`config.mk`:
```
export PLATFORM = sky130hd
export DESIGN_NAME = muldiv_unit
export DESIGN_NICKNAME = d
export VERILOG_FILES = /design/src/rtl/muldiv_unit.sv
export SDC_FILE = /design/constraint.sdc
export NUM_CORES = 1
export LEC_CHECK = 0
export ABC_AREA = 0
export CORE_MARGIN = 1.5
export CORE_UTILIZATION = 65
export DETAILED_ROUTE_END_ITERATION = 6
export GPL_ROUTABILITY_DRIVEN = 1
export GPL_TIMING_DRIVEN = 0
export PLACE_DENSITY = 0.86
export SYNTH_ARGS = -nofsm -noshare
export SYNTH_HDL_FRONTEND = slang
export SYNTH_SLANG_ARGS = --single-unit
```
`constraint.sdc`:
```
create_clock -name clk -period 9.1 [get_ports clk]
set_input_delay 0.91 -clock clk [delete_from_list [all_inputs] [get_ports clk]]
set_output_delay 0.91 -clock clk [all_outputs]
set_load 0.005 [all_outputs]
```
`src/rtl/muldiv_unit.sv`:
```
// muldiv_unit: iterative RV32M multiply/divide unit, one radix-2 step per cycle
module muldiv_unit #(
  parameter int WIDTH = 32
) (
  input  logic             clk,
  input  logic             rst_n,
  input  logic             start,
  input  logic [2:0]       funct3,
  input  logic [WIDTH-1:0] operand_a,
  input  logic [WIDTH-1:0] operand_b,
  input  logic             flush,
  output logic             busy_alu,
  output logic             valid_alu,
  output logic [WIDTH-1:0] result
);
  localparam int CW = $clog2(WIDTH);
  typedef enum logic [1:0] {IDLE, CALC, DONE} state_t;
  state_t state, state_nx;
  logic [2:0] op;
  logic [CW-1:0] cnt;
  logic [WIDTH-1:0] a_mag_r, b_mag_r, quo, quo_nx, rem, rem_nx, fin;
  logic [2*WIDTH-1:0] prod, prod_nx, prod_fin;
  logic [WIDTH:0] sum, shifted;
  logic neg_q, neg_r, ge;
  logic signed_a, signed_b, a_neg, b_neg, div_zero, ovf, special, accept, last;
  logic [WIDTH-1:0] a_mag, b_mag, special_res;
  // Issue-time decode: operand signedness, magnitudes and the two shortcut cases
  always_comb begin
    signed_a = funct3[2] ? ~funct3[0] : (funct3[1:0] == 2'b01 || funct3[1:0] == 2'b10);
    signed_b = funct3[2] ? ~funct3[0] : (funct3[1:0] == 2'b01);
    a_neg = signed_a & operand_a[WIDTH-1];
    b_neg = signed_b & operand_b[WIDTH-1];
    a_mag = a_neg ? -operand_a : operand_a;
    b_mag = b_neg ? -operand_b : operand_b;
    div_zero = funct3[2] && operand_b == '0;
    ovf = funct3[2] && !funct3[0] && operand_a == {1'b1, {(WIDTH-1){1'b0}}} && &operand_b;
    special = div_zero | ovf;
    special_res = div_zero ? (funct3[1] ? operand_a : '1) : (funct3[1] ? '0 : operand_a);
    accept = state == IDLE && start && !flush;
    last = state == CALC && cnt == CW'(WIDTH-1);
  end
  // One shift-add and one restoring subtract-shift step, plus sign-corrected final result
  always_comb begin
    sum = {1'b0, prod[2*WIDTH-1:WIDTH]} + (prod[0] ? {1'b0, a_mag_r} : '0);
    prod_nx = {sum, prod[WIDTH-1:1]};
    shifted = {rem, quo[WIDTH-1]};
    ge = shifted >= {1'b0, b_mag_r};
    rem_nx = WIDTH'(shifted - (ge ? {1'b0, b_mag_r} : '0));
    quo_nx = {quo[WIDTH-2:0], ge};
    prod_fin = neg_q ? -prod_nx : prod_nx;
    fin = op[2] ? (op[1] ? (neg_r ? -rem_nx : rem_nx) : (neg_q ? -quo_nx : quo_nx))
                : (op[1:0] == 2'b00 ? prod_fin[WIDTH-1:0] : prod_fin[2*WIDTH-1:WIDTH]);
  end
  // State register; reset and flush both return to IDLE
  always_ff @(posedge clk or negedge rst_n)
    if (!rst_n) state <= IDLE;
    else state <= state_nx;
  // Next state: flush wins, shortcut ops go straight to DONE, DONE lasts one cycle
  always_comb begin
    state_nx = state;
    if (flush) state_nx = IDLE;
    else if (state == IDLE) state_nx = start ? (special ? DONE : CALC) : IDLE;
    else if (state == CALC) state_nx = last ? DONE : CALC;
    else state_nx = IDLE;
  end
  // Datapath: latch on accept, iterate in CALC, write result only on completion
  always_ff @(posedge clk or negedge rst_n) begin
    if (!rst_n) begin
      op <= '0;
      cnt <= '0;
      a_mag_r <= '0;
      b_mag_r <= '0;
      prod <= '0;
      quo <= '0;
      rem <= '0;
      neg_q <= 1'b0;
      neg_r <= 1'b0;
      result <= '0;
    end else if (accept) begin
      op <= funct3;
      cnt <= '0;
      a_mag_r <= a_mag;
      b_mag_r <= b_mag;
      prod <= {{WIDTH{1'b0}}, b_mag};
      quo <= a_mag;
      rem <= '0;
      neg_q <= a_neg ^ b_neg;
      neg_r <= a_neg;
      if (special) result <= special_res;
    end else if (state == CALC && !flush) begin
      cnt <= cnt + 1'b1;
      prod <= prod_nx;
      quo <= quo_nx;
      rem <= rem_nx;
      if (last) result <= fin;
    end
  end
  assign busy_alu = state != IDLE;
  assign valid_alu = state == DONE;
endmodule

```
Word-level counts from Yosys, hierarchy flattened
Index checks and enable logic that the tools add are counted.
- eq/ne operators: 7
- bitwise logic cells: 5
- add/subtract/negate cells: 8
- divide/modulo/power cells: 0
- reductions and logical operators: 19
- multipliers: 0
- mux-type cells: 33
- $lt $le $gt $ge: 1
- shifts and indexed selects: 0
- operator list (cell ; count):
    $mux 32 ; 20
    $mux 64 ; 3
    $neg 32->32 ; 4
    $neg 64->64 ; 1
    $add 32x32->33 ; 1
    $ge 33x32->1 ; 1
    $eq 32x32->1 const B ; 1
    $logic_not 32->1 ; 1
    $reduce_and 32->1 ; 1
    $sub 32x32->32 ; 1
    $mux 2 ; 6
    $mux 5 ; 2
    $logic_and 1x1->1 ; 8
    $reduce_bool 2->1 ; 3
    $add 5x1->5 const B ; 1
    $eq 5x5->1 const B ; 1
    $eq 2x1->1 const B ; 2
    $eq 2x2->1 const B ; 2
    $logic_not 2->1 ; 2
    $reduce_and 3->1 ; 1
    $and 1x1->1 ; 2
    $logic_not 1->1 ; 2
    $mux 1 ; 2
    $ne 2x2->1 const B ; 1
    4 further kinds ; 4
- output and inout port bits: 34
- bits in writable memories: 0
- bits in latches: 0
- flip-flop bits (word level): 236
- ROM bits: 0
- logic and storage cells: 84
- memories kept: 0
- input port bits: 71

Logic depth before layout (Yosys ltp)
Gate-level depths: netlist (run 1).
- depth in word-level cells: 10
- mapped depth: 23
- mapped depth without buffers: 22

Least setup slack after synthesis (run 1)
OpenSTA, ideal clock, no wires.
- path type: register -> register
- start point: register b_mag_r[0]
- end point: register result[25]
- stages on the path, launching flop included: 23
- data arrival time: 5.451 ns
- clock period less this slack: 5.577 ns
- buffers on the path: 3
- library setup time: 0.126 ns
- slack: 3.523 ns
- data required time: 8.974 ns
- path through: dfrtp_1 -> ha_1 -> nand2b_1 -> a2111o_1 -> a211oi_1 -> o211ai_1 -> a41o_1 -> clkbuf_1 -> clkbuf_1 -> nand2_1 -> ha_1 -> clkbuf_1 -> a21oi_1 -> nand2_1 -> or4_1 -> nand3_1 -> nand4_1 -> nor4_1 -> nand3_1 -> o41ai_1 -> xor2_1 -> a21oi_1 -> o32a_1
- word-level cells in the longest chain between the ends: 10
- elaborated cells between the ends (all ways): 12
- those cells by class: add/sub: 3; order compare: 1; mux: 8
- ends and longest elaborated chain (element ; RTL line ; source):
    start, declared ; 21 ; logic [WIDTH-1:0] a_mag_r, b_mag_r, quo, quo_nx, rem, rem_nx, fin;
    start signal, assigned ; 83 ; b_mag_r <= b_mag;
    $ge 33x32->1 ; 47 ; ge = shifted >= {1'b0, b_mag_r};
    $mux 32 ; 48 ; rem_nx = WIDTH'(shifted - (ge ? {1'b0, b_mag_r} : '0));
    $sub 32x32->32 ; 48 ;
    $neg 32->32 ; 51 ; fin = op[2] ? (op[1] ? (neg_r ? -rem_nx : rem_nx) : (neg_q ? -quo_nx : quo_nx))
    $mux 32 ; 51 ;
    $mux 32 * (2 in a row) ; 51 ;
    $mux 32 * ; 95 ; if (last) result <= fin;
    $mux 32 * ; 90 ; end else if (state == CALC && !flush) begin
    $mux 32 * ; 79 ; end else if (accept) begin
    end signal, assigned ; 89 ; if (special) result <= special_res;
    end signal, assigned ; 95 ;
    end, declared ; 14 ; output logic [WIDTH-1:0] result
Mark *: on every way between the ends. The rest lies on a longest branch, timed or not. The select of a mux whose other input is x is not followed.
A chain may end at the register's enable or synchronous reset.

Worst setup path after layout (run 1)
- start point: register b_mag_r[8]
- end point: register result[25]
Same word-level chain as after synthesis.

==> results of run 1 <==
[report_power, final]
group | leakage, nW | internal, W | switching (W)
Clock | 0.492 | 0.000757 | 0.000510
Sequential | 2.90 | 0.00132 | 0.000319
Combinational | 5.98 | 0.00174 | 0.00364
[per-stage QoR]
stage	setup slack [ns]	cells	total power, W	setup TNS [ns]
after floorplan	3.52	2457	0.00496	0
after global placement	-2.86	2949	0.00646	-671.02
after detailed placement	1.21	2950	0.00663	0
after CTS	1.19	2998	0.00792	0
after global routing	0.202	2998	0.00858	0
final	0.376	3003	0.00828	0
[area by class of cell]
| class | instances | area [µm²] |
|---|---|---|
| Timing Repair Buffer | 103 | 1050 |
| Inverter | 63 | 236 |
| Multi-Input combinational cell | 2022 | 12900 |
| Antenna cell | 5 | 12.5 |
| Buffer | 136 | 539 |
| Tap cell | 390 | 488 |
| Sequential cell | 236 | 5910 |
| Clock buffer | 34 | 795 |
| Clock inverter | 14 | 204 |
| Fill cell | 2212 | 7520 |
[registers in the layout, summed over array words and instances (netlist names)]
name and flops:
prod 64, result 32, b_mag_r 32, state 2, quo 32, op 3
rem 32, a_mag_r 32, cnt 5, neg_q 1, neg_r 1
[cells in the final DEF, fill, tap and decap left out, drive strengths merged, types with 12 or more instances in the layout]
master and count:
a221oi 13, clkbuf 151, inv 60, o41ai 16, nand4 31, and3 67
a22o 47, xor2 109, buf 20, mux2i 12, xnor2 105, nand3 34
nand2b 19, a21o 33, or4 23, dfrtp 236, o31ai 58, maj3 22
or3 36, o211ai 25, a211oi 34, clkdlybuf4s50 101, a21oi 259, nor2 201
ha 104, or2 12, nand2 325, nor4 23, nor3 41, and2 45
o21ai 178, a31oi 18
[layer usage]
metal | vias up | part of all wire (%) | global-route usage [%]
met4 | 4 | 7.8 | 30.4
met3 | 454 | 16 | 19.3
li1 | 9234 | - | -
met1 | 10400 | 36 | 66.9
met5 | - | 0.028 | 0
met2 | 1917 | 40 | 73.9
[logic make-up (layout without fill, tap and decap cells)]
family	count (synthesis)	after routing	synth area share, %
compound gates	776	776	25.2
fa+ha+maj	128	128	7.98
xor+xnor	214	214	9.58
mux	14	14	0.729
flops	236	236	30.2
other cells	0	5	0
simple gates	890	890	22.3
buf+inv	199	350	3.96
[final timing paths]
kind | to | depth (start not counted) | slack (ns) | from
min in group clk | prod[39] | 2 | 0.49 | prod[39]
min | rem[24] | 1 | 0.39 | rst_n
max reg2reg | result[25] | 22 | 0.38 | b_mag_r[8]
max | result[25] | 22 | 0.38 | b_mag_r[8]
min reg2reg | prod[39] | 2 | 0.49 | prod[39]
max in group asynchronous | result[9] | 2 | 7.55 | rst_n
[critical path, delay by kind of cell, from the launching register on]
family                   cells  cell delay, ns
AO/OA/AOI/OAI                9            2.74
AND/OR/NAND/NOR              6            2.37
buffers and inverters        3            1.18
XOR/XNOR                     2            1.09
adder cells (fa/ha/maj)      2            0.81
flip-flops                   1            0.40
==> flow_metrics.tcl, run 1 <==
set metrics [dict create \
    yosysMostFrequentCell "nand2_1" \
    synth-seq-cells 236 \
    drt-total-wl_mm 81.7 \
    clock_sinks 236 \
    chipWidth_um 177 \
    core.rowCount 63 \
    io_buffers 102 \
    netlist.area_leader.share_pct 30.2 \
    p_leak_nw 9.38 \
    cpPeakStageDelay_ns 1.28 \
    cp_cell_sequence "inv_1 -> ha_1 -> nand4_1 -> nor3_1 -> a211oi_1 -> o211ai_1 -> a41o_1 -> clkbuf_1 -> clkbuf_1 -> nand2_1 -> fa_1 -> a211oi_1 -> o21ai_1 -> a21boi_0 -> xor2_1 -> nand4_1 -> nor4_1 -> nand3_1 -> o41ai_1 -> xor2_1 -> a21oi_1 -> o32a_1" \
    powerDensity_mw_per_mm2 374 \
    drv_cap 1 \
    grtUsageTotal_pct 51.8 \
    clk_latency_ns 0.57 \
    finalSetupViolCount 0 \
    ioPinCount 105 \
    cts_max_level 1 \
    slowest_stage "nor4_1" \
    core_area_mm2 0.0296 \
    period_share_pct 95.9 \
    violations "max-capacitance violations, max-slew violations" \
    place_area_mm2 0.0211 \
    slew_viol_final 1 \
    cts_buffers 28 \
    drive_gt1_share_pct 3.53 \
    grt_pass1_vias 20300 \
    root_buffer "clkbuf_16" \
    cts_buffer_depth 3 \
    yosysTopAreaCell "dfrtp_1" \
    synth_commonest_cells "325 x nand2_1, 259 x a21oi_1, 236 x dfrtp_1, 199 x nor2_1, 169 x o21ai_0" \
    post-route-util_pct 74.6 \
    grt_start_max_net_pins 122 \
    grt_pass1_wl_mm 121 \
    synth.area.top_cells "dfrtp_1 30%, ha_1 6.6%, a21oi_1 6.6%" \
    status "complete, but fails checks" \
    worst-path-max-fanout 10 \
    critical_path_required_ns 9.55 \
    seq_area_frac_synth_pct 30.2 \
    cp_data_arrival_time_ns 9.18 \
    die_area_mm2 0.0312 \
    synth_edf_count 0 \
    hold_path_class "input pin to asynchronous set/reset pin" \
    endpoint_kind "flop" \
    cp-start-kind "flop" \
    via_per_inst 7.31 \
    synth_nets 2634 \
    crit_type "flop to flop" \
    rsz0062_at_grt "no" \
    final_area_mm2 0.0221 \
    start_util_pct 66.0 \
    slew_headroom_pct -0.302 \
    drt-wirelength-per-cell_um 27.2 \
    area_growth_syn_to_layout_pct 13.0 \
    netlist_instances 2457 \
    dp_hpwl_mm 62.3 \
    ir_drop_mv 0.466 \
    cts_resized 0 \
    syn_area_per_cell_um2 7.96 \
    hold_ws_ns 0.394 \
    fmax_mhz 115 \
    cts_tree "yes" \
    dr_total_vias 22000 \
    worst_pin_slew_ns 1.49 \
    gp_congestion 1.12 \
    cts_setup_buffers 0 \
    cts_hold_buf 0 \
    ant_nets 0 \
    drt_first_pass_iters 6 \
    syn_area_mm2 0.0196 \
    min_period_ns 8.72 \
    finalHoldViolations 0 \
    clk_pin_slew_ns 0.06 \
    ys_types 91 \
    drc 0 \
    synth_warnings 0 \
    gr-total-overflow 0 \
    skew_ns 0.0163 \
    ys_async_sr_fraction_pct 100 \
    dieHeight_um 177 \
    layout.nets 2767 \
    grt_antenna_before_repair 3 \
    drt_iter0_drc 3588 \
    synth_flop_cell "dfrtp_1" \
]
(Power assumes the default switching activity.)
==> inputs of run 2 (changes only) <==
--- a/config.mk
+++ b/config.mk
@@ -10,7 +10,7 @@
 export CORE_UTILIZATION = 65
 export DETAILED_ROUTE_END_ITERATION = 6
 export GPL_ROUTABILITY_DRIVEN = 1
-export GPL_TIMING_DRIVEN = 0
+export GPL_TIMING_DRIVEN = 1
 export PLACE_DENSITY = 0.86
 export SYNTH_ARGS = -nofsm -noshare
 export SYNTH_HDL_FRONTEND = slang
==> flow_metrics.tcl, run 2 (synthesis results as in run 1) <==
set metrics [dict create \
    status "finished, final reports clean" \
    slowest_stage "nor4_1" \
    cpPeakStageDelay_ns 1.06 \
    drt_first_pass_iters 6 \
    cts_buffers 28 \
    clock_sinks 236 \
    cts_setup_buffers 0 \
    drc 0 \
    hold_path_class "input pin to asynchronous set/reset pin" \
    drv_cap 0 \
    ir_drop_mv 0.247 \
    ant_nets 0 \
    r2r_slack_ns 1.98 \
    cp-start-kind "flop" \
    gp_congestion 1.05 \
    antennaDiodeCount 0 \
    finalSetupViolCount 0 \
    cts_hold_buf 0 \
    cp_top_family "compound AO/OA/AOI/OAI gates" \
    reg2reg_depth 20 \
    core.rowCount 63 \
    layout_common_cells "324 x nand2_1, 257 x a21oi_1, 235 x dfrtp_1" \
    cts_max_level 1 \
    worst_pin_slew_ns 1.35 \
    endpoint_kind "flop" \
    final_common_cell "nand2_1" \
    drt_iter0_drc 2746 \
    grt_start_max_net_pins 128 \
    final.setup.tns_ns 0 \
    finalHoldViolations 0 \
    fmax_mhz 141 \
    layout.nets 2658 \
    dp_hpwl_mm 52.7 \
    start_util_pct 66.0 \
    die_area_mm2 0.0312 \
    crit_type "flop to flop" \
    p_leak_nw 9.31 \
    clk_latency_ns 0.57 \
    place_ws_ns 2.38 \
    dieHeight_um 177 \
    fin_ws_ns 1.98 \
    cp_data_arrival_time_ns 7.54 \
    core_area_mm2 0.0296 \
    grt_pass1_vias 19400 \
    nFillCells 2263 \
    cp_cell_sequence "inv_1 -> ha_1 -> nand2b_1 -> a2111o_1 -> a211oi_1 -> o211ai_1 -> a41o_1 -> and2_1 -> ha_1 -> nor2b_1 -> o21a_1 -> mux2_2 -> o221ai_1 -> nand4_1 -> nor4_1 -> nand4_1 -> o41ai_1 -> xnor2_1 -> a21oi_1 -> a31oi_1" \
    gr-total-overflow 0 \
    min_period_ns 7.12 \
    chipWidth_um 177 \
    grt_pass1_wl_mm 111 \
    cts_tree "yes" \
    critical_path_required_ns 9.53 \
    dr_total_vias 20700 \
    io_buffers 104 \
    worst-path-max-fanout 15 \
    slew_viol_final 0 \
    skew_ns 0.0183 \
    grt_antenna_before_repair 3 \
    drive_gt1_share_pct 4.68 \
    drt-total-wl_mm 72.9 \
    largest_reg_flops 64 \
    cts_buffer_depth 3 \
    rsz0062_at_grt "no" \
    grtUsageTotal_pct 46.1 \
    slew_headroom_pct 10.1 \
    drt-wirelength-per-cell_um 25.2 \
    regMostFlops "prod" \
    root_buffer "clkbuf_16" \
    area_growth_syn_to_layout_pct 11.2 \
    via_per_inst 7.15 \
    period_share_pct 78.2 \
    path_depth 20 \
    path_buf_inv 1 \
    clk_pin_slew_ns 0.06 \
    powerDensity_mw_per_mm2 358 \
    cts_resized 0 \
    ioPinCount 105 \
]
==> run 2: layout make-up <==
class	instances	area, µm²	share of cell area (%)
clock buffers	41	821	3.77
clock inverters	10	128	0.587
inverters	63	236	1.09
multi-input cells	2022	12900	59.4
flip-flops and latches	236	5910	27.2
well taps	390	488	2.24
repair buffers	130	1250	5.76
==> run 2: per-stage QoR <==
step                      area (µm²)  std cells  total power, W  util (%)  hold slack [ns]
after CTS                      21800       2892         0.00758      73.4            0.428
after floorplan                19600       2457         0.00496         -            0.438
final                          21800       2892         0.00778      73.4            0.350
after detailed placement       20800       2841         0.00638      70.2            0.465
after global routing           21800       2892         0.00820      73.4            0.433
after global placement         20800       2841         0.00626      70.2            0.453
==> run 2: power by group <==
| group | leakage (nW) | switching [W] | internal, W |
|---|---|---|---|
| logic | 5.94 | 0.00319 | 0.00175 |
| registers | 2.90 | 0.000334 | 0.00132 |
| clock network | 0.468 | 0.000482 | 0.000706 |
==> run 2: final timing paths <==
path	start	end
worst max-delay path	quo[31]	result[30]
worst max register to register	quo[31]	result[30]
worst min-delay path	rst_n	prod[24]
min in group clk	a_mag_r[29]	a_mag_r[29]
max in group asynchronous	rst_n	rem[7]
worst min register to register	a_mag_r[29]	a_mag_r[29]
==> run 2: worst reg2reg max path: cells and delay by family (launching register included) <==
kind	cells	cell delay [ns]
multiplexers	1	0.34
buffers and inverters	1	0.19
XOR/XNOR	1	0.11
flip-flops	1	0.43
AO/OA/AOI/OAI	9	3.02
AND/OR/NAND/NOR	6	2.45
adder cells (fa/ha/maj)	2	0.45
==> run 2: layer usage <==
layer  GRT usage [%]  part of all wire, %  wire length, µm
met3            11.4                   12             8730
met2            69.6                   43            31100
met5            1.44                 0.14               99
met1            60.4                   38            27900
met4            25.9                  6.9             5040
